File: src/rtl/matrix_result_serializer.sv
// matrix_result_serializer
//   Captures one N x N signed result matrix on a rising edge of load.
//   Requantizes each element (arithmetic right shift by SHIFT, then saturate to OUT_W).
//   Streams the elements row-major over a valid/ready handshake.
//
// Optional feature macro: MRS_RELU_EN
//   When defined, negative values output 0, and only positive overflow saturates.
//
// Ports
//   clk        clock, all logic on posedge
//   rst        asynchronous, active-high reset
//   load       capture request, acted on at its rising edge only
//   c_in       N x N matrix of IN_W-bit signed elements, c_in[row][col]
//   busy       high while streaming and during the done cycle
//   out_data   requantized element
//   out_valid  out_data valid
//   out_ready  consumer accepts when out_valid & out_ready
//   out_row    row index of out_data
//   out_col    column index of out_data
//   out_last   high with element (N-1, N-1)
//   done       one-cycle pulse after the last element is accepted
//   sat_cnt    number of saturated elements accepted from the current matrix
module matrix_result_serializer #(
    parameter int N     = 4,
    parameter int IN_W  = 16,
    parameter int OUT_W = 8,
    parameter int SHIFT = 0
) (
    input  logic                              clk,
    input  logic                              rst,
    input  logic                              load,
    input  logic [N-1:0][N-1:0][IN_W-1:0]     c_in,
    output logic                              busy,
    output logic [OUT_W-1:0]                  out_data,
    output logic                              out_valid,
    input  logic                              out_ready,
    output logic [$clog2(N)-1:0]              out_row,
    output logic [$clog2(N)-1:0]              out_col,
    output logic                              out_last,
    output logic                              done,
    output logic [$clog2(N*N):0]              sat_cnt
);

    localparam int IW = $clog2(N);
    localparam int SW = $clog2(N*N) + 1;
    localparam logic [IW-1:0] LAST_IDX = IW'(N - 1);

    // Representable OUT_W range, expressed at IN_W width for comparison with v.
    localparam logic signed [IN_W-1:0] VMAX = {{(IN_W-OUT_W+1){1'b0}}, {(OUT_W-1){1'b1}}};
`ifndef MRS_RELU_EN
    localparam logic signed [IN_W-1:0] VMIN = {{(IN_W-OUT_W+1){1'b1}}, {(OUT_W-1){1'b0}}};
`endif

    typedef enum logic [1:0] {
        S_IDLE,
        S_STREAM,
        S_DONE
    } state_t;

    state_t                        state_q, state_d;
    logic                          load_q;
    logic [IW-1:0]                 row_q, row_d;
    logic [IW-1:0]                 col_q, col_d;
    logic [SW-1:0]                 sat_q, sat_d;
    logic [N-1:0][N-1:0][IN_W-1:0] buf_q;
    logic                          capture;

    logic signed [IN_W-1:0]        elem;
    logic signed [IN_W-1:0]        v;
    logic [OUT_W-1:0]              q;
    logic                          sat;

    // Requantization of the element currently addressed by row_q/col_q.
    always_comb begin
        elem = buf_q[row_q][col_q];
        v    = elem >>> SHIFT;
        q    = v[OUT_W-1:0];
        sat  = 1'b0;
`ifdef MRS_RELU_EN
        if (v[IN_W-1]) begin
            q = '0;
        end else if (v > VMAX) begin
            q   = {1'b0, {(OUT_W-1){1'b1}}};
            sat = 1'b1;
        end
`else
        if (v > VMAX) begin
            q   = {1'b0, {(OUT_W-1){1'b1}}};
            sat = 1'b1;
        end else if (v < VMIN) begin
            q   = {1'b1, {(OUT_W-1){1'b0}}};
            sat = 1'b1;
        end
`endif
    end

    always_comb begin
        state_d   = state_q;
        row_d     = row_q;
        col_d     = col_q;
        sat_d     = sat_q;
        capture   = 1'b0;
        busy      = 1'b0;
        out_valid = 1'b0;
        out_data  = '0;
        out_last  = 1'b0;
        done      = 1'b0;
        case (state_q)
            S_IDLE: begin
                if (load & ~load_q) begin
                    capture = 1'b1;
                    row_d   = '0;
                    col_d   = '0;
                    sat_d   = '0;
                    state_d = S_STREAM;
                end
            end
            S_STREAM: begin
                busy      = 1'b1;
                out_valid = 1'b1;
                out_data  = q;
                out_last  = (row_q == LAST_IDX) && (col_q == LAST_IDX);
                if (out_ready) begin
                    if (sat) sat_d = sat_q + 1'b1;
                    if (out_last) begin
                        state_d = S_DONE;
                    end else if (col_q == LAST_IDX) begin
                        col_d = '0;
                        row_d = row_q + 1'b1;
                    end else begin
                        col_d = col_q + 1'b1;
                    end
                end
            end
            S_DONE: begin
                busy    = 1'b1;
                done    = 1'b1;
                state_d = S_IDLE;
            end
            default: state_d = S_IDLE;
        endcase
    end

    assign out_row = row_q;
    assign out_col = col_q;
    assign sat_cnt = sat_q;

    always_ff @(posedge clk or posedge rst) begin
        if (rst) begin
            state_q <= S_IDLE;
            load_q  <= 1'b0;
            row_q   <= '0;
            col_q   <= '0;
            sat_q   <= '0;
        end else begin
            state_q <= state_d;
            load_q  <= load;
            row_q   <= row_d;
            col_q   <= col_d;
            sat_q   <= sat_d;
        end
    end

    // Capture buffer needs no reset; it is only read while streaming.
    always_ff @(posedge clk) begin
        if (capture) buf_q <= c_in;
    end

endmodule

File: config.mk
export PLATFORM = sky130hd
export DESIGN_NAME = matrix_result_serializer
export DESIGN_NICKNAME = d
export VERILOG_FILES = /design/src/rtl/matrix_result_serializer.sv
export SDC_FILE = /design/constraint.sdc
export NUM_CORES = 1
export LEC_CHECK = 0
export CORE_ASPECT_RATIO = 0.9
export CORE_UTILIZATION = 48
export DETAILED_ROUTE_END_ITERATION = 8
export GPL_ROUTABILITY_DRIVEN = 0
export PLACE_DENSITY = 0.78
export SLEW_MARGIN = 15
export SYNTH_ARGS = -nofsm -noshare
export SYNTH_HDL_FRONTEND = slang
export SYNTH_SLANG_ARGS = --single-unit
File: constraint.sdc
create_clock -name clk -period 16.19 [get_ports clk]
set_clock_uncertainty 0.15 [all_clocks]
set_input_delay 2.4285 -clock clk [delete_from_list [all_inputs] [get_ports clk]]
set_output_delay 2.4285 -clock clk [all_outputs]
set_load 0.05 [all_outputs]
==> impl_results.md, run 1 <==
* CTS Sinks at 268
* Syn Area/Cell at 21.62 µm²
* RSZ-0062 raised after global routing: false
* Max-Cap Viols at 0
* Clock buffer depth at 3
* TritonRoute pass-1 iters at 5
* Clock slew at reported path FFs at 0.06 ns
* Die W at 157.6 µm
* Post-placement setup slack at 9.361 ns
* Total negative slack at 0 ns
* Leading cell types by count after synthesis: 256 x edfxtp_1, 72 x mux4_2, 22 x nand2_1
* Most common cell in the netlist: edfxtp_1
* Initial Utilization at between 40 and 50%
* Internal reg-to-reg setup slack at 12.35 ns
* Resized cells post-CTS at 0
* Period minus WS final at 7.300 ns
* Finish-stage setup viols at 0
* Placed wire-length estimate at 17130 µm
* Non-Filler Instances at 1085
* Remaining antenna violation count at 0
* Synthesized cell area at about 10000 µm²
* EDFF count, synth at 256
* Hold Path Class: register to register
* Worst-skew pair later-pin latency at 0.52 ns
* CP Capture Type: output pin
* Reg-to-Reg Start: out_row[0]
* Post-route setup slack at 8.890 ns
* Nets@finish at roughly 1000
* CP Data Required Time at approximately 14 ns
* Hold_buf cts at 0
* Worst IR drop on VDD at 0.08860 mV
* Clk root buf: clkbuf_16
* Status: completed
* Die height at 142.1 µm
* Row count at 50
* Total CTS buffers at 28
* Crit path kind: register to output pin
* Stages on the worst setup path at 8
* Placed cell area at 13570 µm²
* Utilization after layout at 68.99%
* Delay-heaviest family, CP: buffers and inverters
* PortBufs at 280
* Critical path's largest stage delay at ~0.86 ns
* Static Leak at 4.835 nW
* Slew Viols, Final at 0
* Cells after DPL at about 1000
* Crit. Startpoint: out_row[0]
* Startpoint types: register
* #FFs+latches synth at 268
* Post-Synthesis Cells at between 400 and 500
* Sequential share of the synthesized area at 76.35%
* Slowest-stage cell, CP: clkdlybuf4s50_1
* Unique masters post-synth at 37
* DRC Markers at 0
* Top post-synthesis cells by area: edfxtp_1 73%, mux4_2 15%, dfrtp_1 2.9%
* Starting DRT DRC Count at 502
* Slew headroom at 25.54%
* Pwr dens at ~150 nW/µm²
* Top_reg_cell synth: edfxtp_1
* Crit-path max FO at 37
* Wire per inst at 22.50 µm
* Detailed Route WL at 24420 µm
* Slew @ Worst Pin at 1.117 ns
* Post-CTS setup buffer count at 0
* DR vias/cell at 5.454
* GRT Total Usage at 21.97%
* Reg2Reg Capture Point: sat_cnt[0]
* Synth warn at 0
* Share of layout cells above drive strength 1 at 16.67%
* Largest net degree at the start of global routing at 95
* CTS tree: built
* Die area at 22390 µm²
* First-pass GRT wire length at 36000 µm
* Design area at ~15000 µm²
* Critical path, cell by cell: buf_4 -> mux4_2 -> mux4_2 -> o21ai_1 -> buf_4 -> nand3_1 -> o21ai_0 -> clkdlybuf4s50_1
* Synth top area share at around three quarters
* Antenna violations before repair at 1
* Reg2reg path depth at 7
* Final Cycle Share at 45.09%
* Ports at roughly 280
* Core area at 21080 µm²
* CTS H-Tree Depth at 1
* Critical Path AT at ~4.7 ns
* Number of global-route vias before repair at around 6400
* Syn nets at 750
* Endpoints failing hold at 0
* Area grow syn2layout at 39.01%
* Critical Path Sink: out_data[3]
* Grt ovf at 0
* Buf/Inv on CP at 3
* Post-synth ARST share at 4.478%
* Fmax at about 0.14 GHz
* Synth area leader: edfxtp_1
* Vias at 5918
-- worst min path at each step --
stage / from / to / depth (start not counted)
4_1_cts: sat_cnt[4] / sat_cnt[4] / 2
6_report: sat_cnt[4] / sat_cnt[4] / 2
2_1_floorplan: state_q[1] / state_q[1] / 2
3_5_place_dp: sat_cnt[4] / sat_cnt[4] / 2
5_1_grt: sat_cnt[4] / sat_cnt[4] / 2
3_3_place_gp: sat_cnt[4] / sat_cnt[4] / 2
-- power breakdown --
part | switching [mW] | internal, mW
clock | 0.257 | 0.404
sequential | 0.0603 | 0.853
combinational | 0.357 | 0.303
total | 0.674 | 1.56
-- state kept, by name, indices dropped and copies added, names as in the netlist --
name	flops
load_q	1
sat_cnt	5
out_row	2
buf_q	256
out_col	2
state_q	2
-- placed cells by master (no fill, tap or decap), types with 5 or more instances in the layout --
cell,n
clkdlybuf4s50_1,280
nor2_1,6
inv_1,7
ha_1,6
nand3_1,9
a22oi_1,17
o21ai_0,9
mux4_2,72
clkinv_1,5
clkbuf_16,29
dfrtp_1,10
edfxtp_1,256
buf_4,7
nand2_1,22
-- metrics by stage --
step	total power [mW]	hold WS, ns
after floorplan	1.387	0.3665
after global placement	1.576	0.3690
after detailed placement	1.595	0.4037
after CTS	2.260	0.4137
after global routing	2.330	0.4438
final	2.234	0.4140
-- layout make-up --
type / count / area (µm²)
diodes: 1 / 2.502
clock buffers: 35 / 778.2
clock inverters: 17 / 192.7
fillers: 1345 / 6539
inverters: 7 / 26.28
multi-input cells: 184 / 2338
flip-flops and latches: 268 / 7993
well taps: 286 / 357.8
repair buffers: 287 / 2855
-- routing by layer --
metal  wire (µm)  vias up  global-route usage, %
met5           0        -                      0
met4         369        0                  4.497
met3        2942       24                  7.004
met2       12070      315                  37.21
met1        9030     2953                  27.81
li1            -     2626                      -
-- worst reg2reg max path, delay by kind of cell (launching register included) --
family	cells	cell delay, ns
flip-flops	1	0.84
AND/OR/NAND/NOR	1	0.24
multiplexers	2	1.16
AO/OA/AOI/OAI	2	0.54
buffers and inverters	2	0.79
-- kinds of logic after synthesis --
group	count (synthesis)	synth area share, %
AND/OR/NAND/NOR	55	2.523
flip-flops	268	76.35
buffers and inverters	32	1.375
AO/OA/AOI/OAI	51	3.540
multiplexers	72	15.50
adder cells (fa/ha/maj)	6	0.7175
(Power assumes the default switching activity.)
==> run 2, diff against run 1 <==
Settings changed: CORE_UTILIZATION 48 to 44, PLACE_DENSITY 0.78 to 0.76.
Clock period 16.19 ns to 5.9 ns, I/O delays scaled along.
==> run 2 against run 1 <==
Net effect: via count grew 0.14%; final area shrank 0.62%; first-iteration DRC count grew 18%; register-to-register slack lost 10 ns; hold slack lost 0.026 ns; cell count grew 1.0%; core utilization shrank 7.1 points; global-route usage shrank 1.6 points; count of clock-buffer cells in the layout grew 3; critical path depth is the same; setup slack lost 8.5 ns; non-clock buffer count grew 3; largest cell class unchanged.
==> impl_results.md, run 2 (same netlist as run 1, synthesis figures left out) <==
* Cells after DPL at 1051 (+1.8%)
* Wire per inst at 22.71 µm (+0.90%)
* Clock buffer depth at 3 (unchanged)
* Grt ovf at 0 (unchanged)
* Fillcell total at 1662 (+24%)
* Ports at 281 (unchanged)
* Vias at 5926 (+0.14%)
* Nets@finish at 1044 (+0.19%)
* PortBufs at 280 (unchanged)
* Slew Viols, Final at 0 (unchanged)
* Crit. Startpoint: out_row[0]
* First-pass GRT wire length at 36430 µm (+1.2%)
* Area grow syn2layout at 38.15%
* Global-route met3 utilization at 7.278% (+0.27 points)
* Core area at 23340 µm² (+11%)
* Hold Crit Depth at 2 (unchanged)
* Die area at 24400 µm² (+9.0%)
* Share of layout cells above drive strength 1 at 15.74% (-0.92 points)
* Busiest grt layer: met2
* Die height at 148.3 µm (+4.4%)
* Endpoints failing hold at 0 (unchanged)
* RSZ-0062 raised after global routing: false
* Starting DRT DRC Count at 593 (+18%)
* Largest net degree at the start of global routing at 153 (+61%)
* GRT Total Usage at 20.35% (-1.6 points)
* Non-Filler Instances at 1096 (+1.0%)
* Hold worst-path end: sat_cnt[4]
* Top reg by flops: buf_q
* Reg2Reg Capture Point: sat_cnt[0]
* Internal reg-to-reg setup slack at 2.16 ns (-10.19 ns)
* Area of the multi-input gates at 2338 µm² (unchanged)
* Slew @ Worst Pin at 1.079 ns (-0.03808 ns)
* Clock slew at reported path FFs at 0.06 ns (about the same)
* Post-route setup slack at 0.4330 ns (-8.457 ns)
* CTS Sinks at 268 (unchanged)
* Max-Cap Viols at 0 (unchanged)
* GRT met1 Usage at 25.75% (-2.1 points)
* Crit-path max FO at 26 (-30%)
* Finish-stage setup viols at 0 (unchanged)
* Number of flip-flops under the largest register name at 256 (unchanged)
* Pwr dens at 411.4 nW/µm² (+170%)
* Design area at 14450 µm² (-0.62%)
* Die W at 164.5 µm (+4.4%)
* FF+latch area at 7995 µm² (about the same)
* Hold_buf cts at 0 (unchanged)
* CP Capture Type: output pin
* Commonest non-fill, non-tap cell in the layout: clkdlybuf4s50_1
* Placed cell area at 13640 µm² (+0.52%)
* Power, Total at 5.946 mW (+170%)
* Slew headroom at 27.94% (+2.4 points)
* Reg2reg path depth at 8 (+1)
* Initial Utilization at 44.82% (-4.8 points)
* Hold Path Class: register to register
* CTS H-Tree Depth at 1 (unchanged)
* Resized cells post-CTS at 0 (unchanged)
* Post-placement setup slack at 0.9180 ns (-8.443 ns)
* Total CTS buffers at 27 (-3.6%)
* TritonRoute pass-1 iters at 5 (unchanged)
* Diode count at 0 (-1)
* Detailed Route WL at 24890 µm (+1.9%)
* Clk root buf: clkbuf_16
* GR Util met2 at 33.76% (-3.5 points)
* Fmax at 0.1829 GHz
* CP Data Required Time at 4.87 ns (-8.74 ns)
* Min-delay src: sat_cnt[4]
* Status: completed
* Number of global-route vias before repair at 6327 (-0.92%)
* Period minus WS final at 5.467 ns
* Remaining antenna violation count at 0 (unchanged)
* Post-CTS setup buffer count at 0 (unchanged)
* Final Cycle Share at between 90% and 100%
* Placed wire-length estimate at 17370 µm (+1.4%)
* Most frequent cells in the layout: 280 x clkdlybuf4s50_1, 256 x edfxtp_1, 72 x mux4_2
* Static Leak at 4.776 nW (-1.2%)
* Crit path kind: register to output pin
* Row count at 53 (+6.0%)
* DR vias/cell at 5.407 (-0.87%)
* Antenna violations before repair at 3 (+2)
* Worst IR drop on VDD at 0.3852 mV (+330%)
* CTS tree: built
* Total negative slack at 0 ns (unchanged)
* DRC Markers at 0 (unchanged)
* Worst-skew pair later-pin latency at 0.51 ns (about the same)
* Startpoint types: register
* Reg-to-Reg Start: out_row[0]
* Critical Path AT at 4.43 ns (-0.29 ns)
## run 2: changes by cell type in the layout (fill, tap and decap cells not counted), sizes merged
cell      change
diode         -1
bufinv        -2
clkbuf        +3
clkinv        -6
clkinvlp      -1
buf           +3
inv           -1
## run 2: stage by stage
stage	hold WS [ns]	utilization, %
final	0.3877	61.92
after global routing	0.4194	61.92
after CTS	0.3924	61.92
after detailed placement	0.3798	58.44
after global placement	0.3750	58.44
after floorplan	0.3665	-
## run 2: worst max-delay path: stages (launching register included)
cell,delay (ns)
dfrtp_4,0.76
buf_4,0.35
mux4_2,0.53
a22oi_1,0.21
nand2_1,0.10
or4_1,0.48
o21ai_2,0.52
o21ai_0,0.20
clkdlybuf4s50_1,0.74
## run 2: worst max-delay path by stage
stage / end / slack (ns) / cells after the start
floorplan: buf_q[0] / 0.55 / 2
global placement: out_data[6] / 1.02 / 8
detailed placement: out_data[6] / 0.92 / 8
CTS: out_data[6] / 0.35 / 8
global route: out_data[6] / 0.18 / 8
finish: out_data[6] / 0.43 / 8
## run 2: metal layers
metal | wire length [µm] | part of all wire [%]
met1 | 9371 | 38
met2 | 12010 | 48
met3 | 3010 | 12
met4 | 459 | 1.8
met5 | 38 | 0.15
## run 2: cell type report
cell class	count	share of cell area, %
well taps	302	2.614
clock inverters	7	0.5973
clock buffers	38	5.029
multi-input cells	184	16.18
flip-flops and latches	268	55.31
repair buffers	290	20.08
inverters	7	0.1818
## run 2: where the power goes
part           switching, mW  total, mW  internal, mW  leakage [nW]
Combinational           1.00       1.85         0.846          1.87
Clock                  0.663       1.60         0.938         0.395
Sequential             0.156       2.50          2.34          2.51
